==> src/rtl/bopit_pkg.sv <==
// bopit_pkg: shared sound-select encodings and sequencer state type for the Bop-It datapath
package bopit_pkg;

    localparam logic [1:0] SND_OFF  = 2'b00;
    localparam logic [1:0] SND_BOP  = 2'b01;
    localparam logic [1:0] SND_MISS = 2'b10;

    typedef enum logic [1:0] {
        IDLE,
        PLAY_BOP,
        PLAY_MISS,
        GAP
    } snd_state_t;

    function automatic logic [1:0] state_signal(input snd_state_t s);
        return (s == PLAY_BOP) ? SND_BOP : (s == PLAY_MISS) ? SND_MISS : SND_OFF;
    endfunction

endpackage

==> src/rtl/sound_sequencer.sv <==
// sound_sequencer: arbitrates bop/miss effect requests into timed tone + gap sequences
module sound_sequencer
    import bopit_pkg::*;
#(
    parameter int TONE_CYCLES = 5_000_000,
    parameter int GAP_CYCLES  = 1_000_000,
    parameter int CNT_W       = 23
) (
    input  logic       clk,
    input  logic       rst,
    input  logic       bop_req,
    input  logic       miss_req,
    input  logic       mute,
    output logic [1:0] signal,
    output logic       busy,
    output logic       done
);

    localparam logic [CNT_W-1:0] TONE_LAST = CNT_W'(TONE_CYCLES - 1);
    localparam logic [CNT_W-1:0] GAP_LAST  = CNT_W'(GAP_CYCLES - 1);

    snd_state_t       state_q, state_d;
    logic [CNT_W-1:0] cnt_q, cnt_d;
    logic             bop_pend, miss_pend, bop_d, miss_d;

    // Next state, duration counter and pending flags; miss always wins arbitration
    always_comb begin
        state_d = state_q;
        cnt_d   = cnt_q;
        bop_d   = bop_pend | bop_req;
        miss_d  = miss_pend | miss_req;
        if (mute) begin
            state_d = IDLE;
            cnt_d   = '0;
            bop_d   = 1'b0;
            miss_d  = 1'b0;
        end else if (state_q == IDLE || (state_q == GAP && cnt_q == GAP_LAST)) begin
            cnt_d   = '0;
            state_d = miss_d ? PLAY_MISS : bop_d ? PLAY_BOP : IDLE;
            if (miss_d) miss_d = 1'b0;
            else bop_d = 1'b0;
        end else if (state_q == PLAY_BOP && miss_req) begin
            state_d = PLAY_MISS;
            cnt_d   = '0;
            miss_d  = 1'b0;
        end else if (state_q != GAP && cnt_q == TONE_LAST) begin
            state_d = GAP;
            cnt_d   = '0;
        end else begin
            cnt_d = cnt_q + 1'b1;
        end
    end

    // State, counter, flags and registered outputs derived from the next state
    always_ff @(posedge clk or posedge rst) begin
        if (rst) begin
            state_q   <= IDLE;
            cnt_q     <= '0;
            bop_pend  <= 1'b0;
            miss_pend <= 1'b0;
            signal    <= SND_OFF;
            busy      <= 1'b0;
            done      <= 1'b0;
        end else begin
            state_q   <= state_d;
            cnt_q     <= cnt_d;
            bop_pend  <= bop_d;
            miss_pend <= miss_d;
            signal    <= state_signal(state_d);
            busy      <= state_d != IDLE;
            done      <= state_d == GAP && cnt_d == GAP_LAST;
        end
    end

endmodule

==> config.mk <==
export PLATFORM = sky130hd
export DESIGN_NAME = sound_sequencer
export DESIGN_NICKNAME = d
export VERILOG_FILES = /design/src/rtl/bopit_pkg.sv /design/src/rtl/sound_sequencer.sv
export SDC_FILE = /design/constraint.sdc
export NUM_CORES = 1
export LEC_CHECK = 0
export BUFFER_PORTS_ARGS = -buffer_cell sky130_fd_sc_hd__buf_2
export CORE_MARGIN = 2
export CORE_UTILIZATION = 45
export DETAILED_ROUTE_END_ITERATION = 12
export GPL_TIMING_DRIVEN = 0
export HOLD_SLACK_MARGIN = 0.08
export PLACE_DENSITY = 0.71
export SETUP_SLACK_MARGIN = 0.1
export SYNTH_ARGS = -nofsm -noshare
export SYNTH_HDL_FRONTEND = slang
export SYNTH_SLANG_ARGS = --single-unit
==> constraint.sdc <==
create_clock -name clk -period 2.7 [get_ports clk]
set_clock_uncertainty 0.05 [all_clocks]
set_input_delay 0.405 -clock clk [delete_from_list [all_inputs] [get_ports clk]]
set_output_delay 0.405 -clock clk [all_outputs]
set_load 0.1 [all_outputs]
==> results of run 1 <==
[power by group through the flow]
stage,Clock (uW),Sequential [uW],Combinational [uW]
2_1_floorplan,0,521,41.9
3_3_place_gp,0,489,91.8
3_5_place_dp,0,489,94.1
4_1_cts,483,481,94.2
5_1_grt,508,482,108
6_report,470,481,98.2
[cells in the mapped netlist (all sizes together), types with 3 or more instances]
master / count / share of area
nor2: 34 / 0.067
dfrtp: 31 / 0.41
nand2: 14 / 0.027
xnor2: 11 / 0.050
xor2: 10 / 0.046
buf: 8 / 0.036
nand3: 8 / 0.027
a21oi: 7 / 0.022
inv: 6 / 0.012
nor3: 6 / 0.018
nand4: 5 / 0.016
nor4: 5 / 0.040
and2: 4 / 0.014
or3: 4 / 0.013
and4: 3 / 0.014
nand2b: 3 / 0.0098
o21ai: 3 / 0.0078
[state kept, by name (all words and copies together), names as in the netlist]
name and count:
cnt_q 23, signal 2, state_q 2, bop_pend 1, busy 1, done 1
miss_pend 1
[layer usage]
metal	up-vias	part of all wire
li1	734	-
met1	695	0.51
met2	13	0.45
met3	5	0.025
met4	0	0.012
met5	-	0
[worst reg2reg max path, delay by kind of cell (launching register included)]
kind            cells  cell delay, ps
flops               1             420
compound gates      1             380
fa+ha+maj           1             260
simple gates        4            1220
[logic make-up after synthesis]
| kind of cell | count (synthesis) | synth area share |
|---|---|---|
| fa+ha+maj | 1 | 0.00653 |
| simple gates | 106 | 0.332 |
| compound gates | 23 | 0.0915 |
| xor+xnor | 21 | 0.0961 |
| buf+inv | 16 | 0.0686 |
| flops | 31 | 0.405 |
[worst max path at each step]
stage | start | endpoint | slack (ps) | depth (start not counted)
floorplan | cnt_q[7]$_DFF_PP0_ | done$_DFF_PP0_ | 580 | 7
global placement | cnt_q[0]$_DFF_PP0_ | done$_DFF_PP0_ | 180 | 7
detailed placement | cnt_q[0]$_DFF_PP0_ | done$_DFF_PP0_ | 200 | 7
CTS | cnt_q[0]$_DFF_PP0_ | done$_DFF_PP0_ | 150 | 7
global route | cnt_q[0]$_DFF_PP0_ | done$_DFF_PP0_ | 150 | 7
finish | cnt_q[0]$_DFF_PP0_ | done$_DFF_PP0_ | 320 | 6
[final cells by class]
cell class	instances	area, sq um
buffer	10	109
timing repair buffer	10	77.6
clock inverter	2	35.0
sequential	31	776
clock buffer	6	82.6
tap	50	62.6
fill	391	1880
inverter	6	22.5
multi-input combinational	151	1010
[metrics by stage]
step,hold slack (ps),power [uW],instances
final,251,1050,266
after global routing,255,1100,266
after CTS,247,1060,264
after detailed placement,458,583,256
after global placement,453,581,256
after floorplan,415,562,198
[timing repair]
item	4_1_cts	5_1_grt
hold buffers	0	1
resized for setup	0	2
endpoints found under the setup margin	0	1
hold endpoints to repair	0	9
==> flow_summary.json, run 1 <==
{
  "r2r_slack_ps": 320,
  "route.vias.total": 1447,
  "timing_hold_violations_final": 0,
  "antenna_found_initial": 0,
  "maxCapViolCount": 0,
  "min_period_ps": 2380,
  "insertion_delay_ps": 280,
  "fp.dieW_microns": 69.2,
  "swShare": 0.236,
  "cp-start-kind": "flip-flop",
  "grtUsageMet2": 0.281,
  "cp.arrival_ps": 2550,
  "crit_top_cell": "or3_1",
  "dp_slack_ps": 203,
  "fmax_ghz": 0.420,
  "drive_above_1_share": 0.185,
  "worst-path-buf-inv": 0,
  "tns_ps": 0,
  "die_h_microns": 69.2,
  "final_core_util": 0.537,
  "relSlewSlack": 0.681,
  "gp_congestion": 0.863,
  "finalSetupViolCount": 0,
  "cts_tree": "done",
  "pwr-share-clk": 0.448,
  "critical_path_class": "reg -> reg",
  "tightest_slew_ps": 475,
  "final_area_sq_um": 2180,
  "status": "complete, no violations",
  "postRouteAntennaNets": 0,
  "required_ps": 2870,
  "crit_slowest_cell": "dfrtp_1",
  "grt_use_met3": 0.0363,
  "core_sq_um": 4060,
  "p_leak_uw": 0.000883,
  "post_cts_buffers": 0,
  "vdd_drop_max_mv": 0.326,
  "start_util": 0.472,
  "diodes": 0,
  "fin_nets": 221,
  "area_delta_synth_final_pct": 13.8,
  "min_path_cells": 2,
  "synth-edff-count": 0,
  "ys_ff_latch": 31,
  "rsz0062_at_grt": "false",
  "via_per_inst": 5.44,
  "cts_buffers": 5,
  "dp_hpwl_microns": 2750,
  "clock-root-buffer": "clkbuf_8",
  "synth_flop_cell": "dfrtp_1",
  "cts.sinks": 31,
  "clkTransAtPathRegs_ps": 70,
  "worstRegToRegCells": 6,
  "crit_family": "simple AND/OR/NAND/NOR gates",
  "dieArea_sq_um": 4790,
  "grt_overflow": 0,
  "whs_endpoint": "bop_pend$_DFF_PP0_",
  "grt_pass1_wl_microns": 6760,
  "num_io_pins": 9,
  "h-tree-depth": 2,
  "syn_inst": 198,
  "grt_max_degree": 32,
  "final_cell_mix": "34 x nor2_1, 31 x dfrtp_1, 14 x nand2_1",
  "mostFrequentLayoutCell": "nor2_1",
  "setup_slack_ps": 318,
  "yosysSeqAreaShare": 0.405,
  "slowest_delay_ps": 420,
  "timing.rr.start": "cnt_q[0]$_DFF_PP0_",
  "syn_nets": 204,
  "reg2reg_to": "done$_DFF_PP0_",
  "period_share": 0.882,
  "cp-end-kind": "flip-flop",
  "synth_cell_type_count": 51,
  "pwr-share-seq": 0.458,
  "wl_microns": 3760,
  "p_int_uw": 802,
  "min-delay-path-class": "in -> reg",
  "ys_warn_count": 0,
  "switching_power_uw": 248,
  "powerDensity_nw_per_um2": 482,
  "cts_buffer_depth": 2,
  "combPwrFrac": 0.094,
  "hold_path.startpoint": "mute",
  "portBuffers": 8,
  "first_iter_violations": 129,
  "cp_cell_sequence": "ha_1, nand2_1, or3_1, or3_1, a2111oi_2, and4_1",
  "async_reset_ff_frac": 1.00,
  "wire_per_inst_microns": 14.1,
  "syn_avg_cell_area_sq_um": 9.67,
  "drv_slew": 0,
  "synth_area_sq_um": 1910,
  "drcViolationCount": 0,
  "first_pass_iters": 4,
  "grtUsageMet1": 0.236,
  "post_dp_cell_area_sq_um": 2020,
  "busiest_layer": "met2",
  "placementRows": 23,
  "critPathMaxFanout": 6,
  "grt_usage": 0.175,
  "grt_pass1_vias": 1466
}
No activity file was read; power rests on OpenSTA's default activity.
==> run 2, diff against run 1 <==
--- a/config.mk
+++ b/config.mk
@@ -8,6 +8,7 @@
 export BUFFER_PORTS_ARGS = -buffer_cell sky130_fd_sc_hd__buf_2
 export CORE_MARGIN = 2
 export CORE_UTILIZATION = 45
+export CTS_BUF_LIST = sky130_fd_sc_hd__clkbuf_16
 export DETAILED_ROUTE_END_ITERATION = 12
 export GPL_TIMING_DRIVEN = 0
 export HOLD_SLACK_MARGIN = 0.08
==> run 2 against run 1 <==
Effect of this change:
- via count increased by 0.62%
- clock power increased by 34%
- sequential power about the same
- cell count unchanged
- core utilization increased by 1.1 points
- first-iteration DRC count decreased by 3.1%
- die area unchanged
- critical path depth unchanged
- maximum frequency decreased by 0.38%
- cell area increased by 2.1%
==> flow_summary.json, run 2 (synthesis results as in run 1) <==
{
  "cp-end-kind": "flip-flop",
  "cp.arrival_ps": 2550,
  "fin_nets": 221,
  "min-delay-path-class": "in -> reg",
  "finalSetupViolCount": 0,
  "cts.sinks": 31,
  "pwr-share-clk": 0.521,
  "die_h_microns": 69.2,
  "grtUsageMet1": 0.239,
  "combPwrFrac": 0.081,
  "fillerInstances": 385,
  "wl_microns": 3930,
  "antenna_found_initial": 0,
  "tns_ps": 0,
  "postRouteAntennaNets": 0,
  "maxCapViolCount": 0,
  "route.vias.total": 1456,
  "cts_buffers": 5,
  "min_period_ps": 2390,
  "final_cell_mix": "34 x nor2_1, 31 x dfrtp_1, 14 x nand2_1",
  "cts_buffer_depth": 2,
  "dp_slack_ps": 203,
  "post_cts_buffers": 0,
  "slowest_delay_ps": 410,
  "cp-start-kind": "flip-flop",
  "dieArea_sq_um": 4790,
  "diodes": 0,
  "h-tree-depth": 2,
  "cp_cell_sequence": "ha_1, nand2_1, or3_1, or3_1, a2111oi_2, and4_1",
  "drv_slew": 0,
  "powerDensity_nw_per_um2": 545,
  "swShare": 0.230,
  "period_share": 0.886,
  "drive_above_1_share": 0.181,
  "power_uw": 1210,
  "clkTransAtPathRegs_ps": 50,
  "hold_slack_ps": 258,
  "start_util": 0.472,
  "crit_slowest_cell": "dfrtp_1",
  "grt_overflow": 0,
  "required_ps": 2860,
  "core_sq_um": 4060,
  "p_leak_uw": 0.000903,
  "timing_hold_violations_final": 0,
  "first_pass_iters": 4,
  "busiest_layer": "met2",
  "insertion_delay_ps": 280,
  "grt_use_met3": 0.0407,
  "crit_top_cell": "or3_1",
  "critPathMaxFanout": 6,
  "wire_per_inst_microns": 14.8,
  "top_regs": "cnt_q (23), signal (2), state_q (2)",
  "switching_power_uw": 279,
  "placementRows": 23,
  "cts_tree": "done",
  "regMostFlops": "cnt_q",
  "via_per_inst": 5.47,
  "gp_congestion": 0.863,
  "largest_reg_flops": 23,
  "setup_slack_ps": 309,
  "grt_pass1_vias": 1503,
  "first_iter_violations": 125,
  "critical_path_class": "reg -> reg",
  "clock-root-buffer": "clkbuf_16",
  "grtUsageMet2": 0.297,
  "mostFrequentLayoutCell": "nor2_1",
  "grt_usage": 0.183,
  "vdd_drop_max_mv": 0.338,
  "area_delta_synth_final_pct": 16.2,
  "status": "complete, no violations",
  "num_io_pins": 9,
  "dp_hpwl_microns": 2750,
  "fp.dieW_microns": 69.2,
  "relSlewSlack": 0.685,
  "drcViolationCount": 0,
  "fmax_ghz": 0.418,
  "pwr-share-seq": 0.397,
  "grt_pass1_wl_microns": 6970,
  "rsz0062_at_grt": "false",
  "portBuffers": 8,
  "r2r_slack_ps": 310,
  "p_int_uw": 934,
  "tightest_slew_ps": 469,
  "grt_max_degree": 32
}
## run 2: cell types whose count changed in the layout (fill, tap and decap cells not counted)
cell	previous run	this run
clkbuf_8	6	0
clkbuf_16	0	5
clkinv_1	1	2
## run 2: per-stage QoR
step	std cells	cell area (sq um)	utilization
after global placement	256	2020	0.497
final	266	2220	0.548
after CTS	264	2180	0.537
after floorplan	198	1910	-
after detailed placement	256	2020	0.497
after global routing	266	2220	0.548
## run 2: power groups by stage
stage / registers (uW) / logic (uW) / clock network [uW]
6_report: 482 / 98.8 / 632
5_1_grt: 483 / 109 / 666
4_1_cts: 482 / 94.8 / 637
3_5_place_dp: 489 / 94.1 / 0
3_3_place_gp: 489 / 91.8 / 0
2_1_floorplan: 521 / 41.9 / 0
## run 2: path summary, 6_finish.rpt
| kind | startpoint | endpoint | cells past startpoint |
|---|---|---|---|
| max | cnt_q[0]$_DFF_PP0_ | done$_DFF_PP0_ | 6 |
| min | mute | bop_pend$_DFF_PP0_ | 2 |
| max reg2reg | cnt_q[0]$_DFF_PP0_ | done$_DFF_PP0_ | 6 |
| min reg2reg | cnt_q[0]$_DFF_PP0_ | cnt_q[0]$_DFF_PP0_ | 1 |
| max in group asynchronous | rst | bop_pend$_DFF_PP0_ | 4 |
| min in group asynchronous | rst | cnt_q[3]$_DFF_PP0_ | 3 |
## run 2: layout make-up
class	count	area, sq um	area share
clock inverter	3	38.8	0.0174
clock buffer	5	125	0.0562
inverter	6	22.5	0.0101
multi-input combinational	151	1010	0.456
sequential	31	776	0.349
buffer	10	109	0.0489
tap	50	62.6	0.0281
timing repair buffer	10	77.6	0.0349
## run 2: routing by layer
layer	vias up	share of wire
met4	0	0.016
li1	733	-
met5	-	0
met3	7	0.027
met1	700	0.49
met2	16	0.46
## run 2: worst max-delay path: cells and delay by family, from the launching register on
kind / cells / cell delay [ps]
flops: 1 / 410
simple gates: 4 / 1220
compound gates: 1 / 370
fa+ha+maj: 1 / 260
## run 2: timing repair
action | 4_1_cts | 5_1_grt
hold endpoints to repair | 0 | 9
hold buffers | 0 | 1
resized for setup | 0 | 2
setup endpoints to repair | 0 | 1
==> run 3, diff against run 2 <==
--- a/config.mk
+++ b/config.mk
@@ -13,6 +13,7 @@
 export GPL_TIMING_DRIVEN = 0
 export HOLD_SLACK_MARGIN = 0.08
 export PLACE_DENSITY = 0.71
+export RECOVER_POWER = 100
 export SETUP_SLACK_MARGIN = 0.1
 export SYNTH_ARGS = -nofsm -noshare
 export SYNTH_HDL_FRONTEND = slang
==> run 3 against run 2 <==
Effect of this change:
- cell area shrank 2.4%
- register-to-register slack lost 140 ps
- setup slack lost 140 ps
- combinational power shrank 8.2%
- cell count is the same
- first-iteration DRC count grew 26%
- die area is the same
- flip-flop and latch count is the same
- critical path type unchanged
- highest routed layer unchanged
==> flow_summary.json, run 3 (synthesis results as in run 1) <==
{
  "status": "complete, no violations",
  "largest_reg_flops": 23,
  "powerDensity_nw_per_um2": 555,
  "diodes": 0,
  "maxCapViolCount": 0,
  "top_regs": "cnt_q (23), signal (2), state_q (2)",
  "clkTransAtPathRegs_ps": 50,
  "fin_cells": 266,
  "mostFrequentLayoutCell": "nor2_1",
  "insertion_delay_ps": 280,
  "fillerInstances": 396,
  "drv_slew": 0,
  "gp_congestion": 0.863,
  "placementRows": 23,
  "relSlewSlack": 0.192,
  "fin_nets": 221,
  "grt_pass1_wl_microns": 6970,
  "portBuffers": 8,
  "cp-start-kind": "flip-flop",
  "dieArea_sq_um": 4790,
  "drive_above_1_share": 0.148,
  "clock-root-buffer": "clkbuf_16",
  "critical_path_class": "reg -> reg",
  "route.vias.total": 1463,
  "critPathMaxFanout": 10,
  "first_iter_violations": 157,
  "regMostFlops": "cnt_q",
  "start_util": 0.472,
  "core_sq_um": 4060,
  "wire_per_inst_microns": 14.8,
  "num_io_pins": 9,
  "fmax_ghz": 0.396,
  "cts_buffer_depth": 2,
  "period_share": 0.936,
  "crit_slowest_cell": "nor4_1",
  "grt_usage": 0.183,
  "slowest_delay_ps": 560,
  "crit_family": "simple AND/OR/NAND/NOR gates",
  "vdd_drop_max_mv": 0.338,
  "place_inst": 256,
  "fp.dieW_microns": 69.2,
  "timing_hold_violations_final": 0,
  "grt_overflow": 0,
  "tightest_slew_ps": 1210,
  "h-tree-depth": 2,
  "grt_pass1_vias": 1503,
  "final_cell_mix": "34 x nor2_1, 31 x dfrtp_1, 14 x nand2_1",
  "min-delay-path-class": "in -> reg",
  "antenna_found_initial": 0,
  "cts_tree": "done",
  "required_ps": 2810,
  "postRouteAntennaNets": 0,
  "min_period_ps": 2530,
  "area_delta_synth_final_pct": 13.5,
  "finalSetupViolCount": 0,
  "rsz0062_at_grt": "false",
  "worst-path-buf-inv": 1,
  "cp_cell_sequence": "buf_6, or4_4, nor4_1, a21oi_2, o221a_1, o211a_1, and4_1",
  "cp.arrival_ps": 2640,
  "multiInputGateArea_sq_um": 990,
  "grt_max_degree": 32,
  "tns_ps": 0,
  "p_leak_uw": 0.000873,
  "drcViolationCount": 0,
  "register_area_sq_um": 776,
  "cp-end-kind": "flip-flop",
  "wl_microns": 3920,
  "dp_hpwl_microns": 2750,
  "via_per_inst": 5.50,
  "first_pass_iters": 4,
  "cts_buffers": 5,
  "die_h_microns": 69.2,
  "cts.sinks": 31
}
run 3: cell count changes in the layout (fill, tap and decap cells not counted):
cell      delta
o221a_1      +1
buf_2        -4
clkbuf_1     +5
nor4_1       +1
buf_16       -1
o221a_4      -1
nor4_4       -1
run 3: cell type report:
class	count	share of cell area
buffer	10	0.0501
clock buffer	5	0.0576
clock inverter	3	0.0179
inverter	6	0.0104
multi-input combinational	151	0.456
sequential	31	0.357
tap	50	0.0288
timing repair buffer	10	0.0225
run 3: through the flow:
| step | area (sq um) | utilization | setup WS, ps | hold WS (ps) | power, uW |
|---|---|---|---|---|---|
| 2_1_floorplan | 1910 | - | 584 | 415 | 562 |
| 3_3_place_gp | 2020 | 0.497 | 177 | 453 | 581 |
| 4_1_cts | 2180 | 0.537 | 158 | 258 | 1210 |
| 3_5_place_dp | 2020 | 0.497 | 203 | 458 | 583 |
| 6_report | 2170 | 0.535 | 172 | 258 | 1210 |
| 5_1_grt | 2170 | 0.535 | 82.2 | 269 | 1250 |
run 3: path summary, 6_finish.rpt:
check / startpoint / endpoint / slack (ps) / cells past startpoint
min in group asynchronous: rst / cnt_q[3]$_DFF_PP0_ / 540 / 3
max: cnt_q[7]$_DFF_PP0_ / done$_DFF_PP0_ / 170 / 7
max reg2reg: cnt_q[7]$_DFF_PP0_ / done$_DFF_PP0_ / 170 / 7
max in group asynchronous: rst / cnt_q[18]$_DFF_PP0_ / 660 / 4
min: mute / bop_pend$_DFF_PP0_ / 260 / 2
min reg2reg: cnt_q[0]$_DFF_PP0_ / cnt_q[0]$_DFF_PP0_ / 470 / 1
run 3: per-layer routing:
layer / GRT usage / vias up / part of all wire
met5: 0 / - / 0
met4: 0.0719 / 0 / 0.016
met3: 0.0407 / 7 / 0.030
met2: 0.297 / 20 / 0.46
met1: 0.239 / 702 / 0.49
li1: - / 734 / -
run 3: what timing repair did:
action                                  in CTS  in global routing
buffers inserted                             0                  0
endpoints found under the setup margin       0                  1
hold buffers                                 0                  1
hold endpoints to repair                     0                  9
gates resized for setup                      0                  2
run 3: report_power, final:
group | total [uW] | switching (uW) | internal [uW]
clock | 633 | 203 | 430
sequential | 482 | 5.83 | 476
combinational | 90.7 | 68.9 | 21.9
total | 1210 | 278 | 927
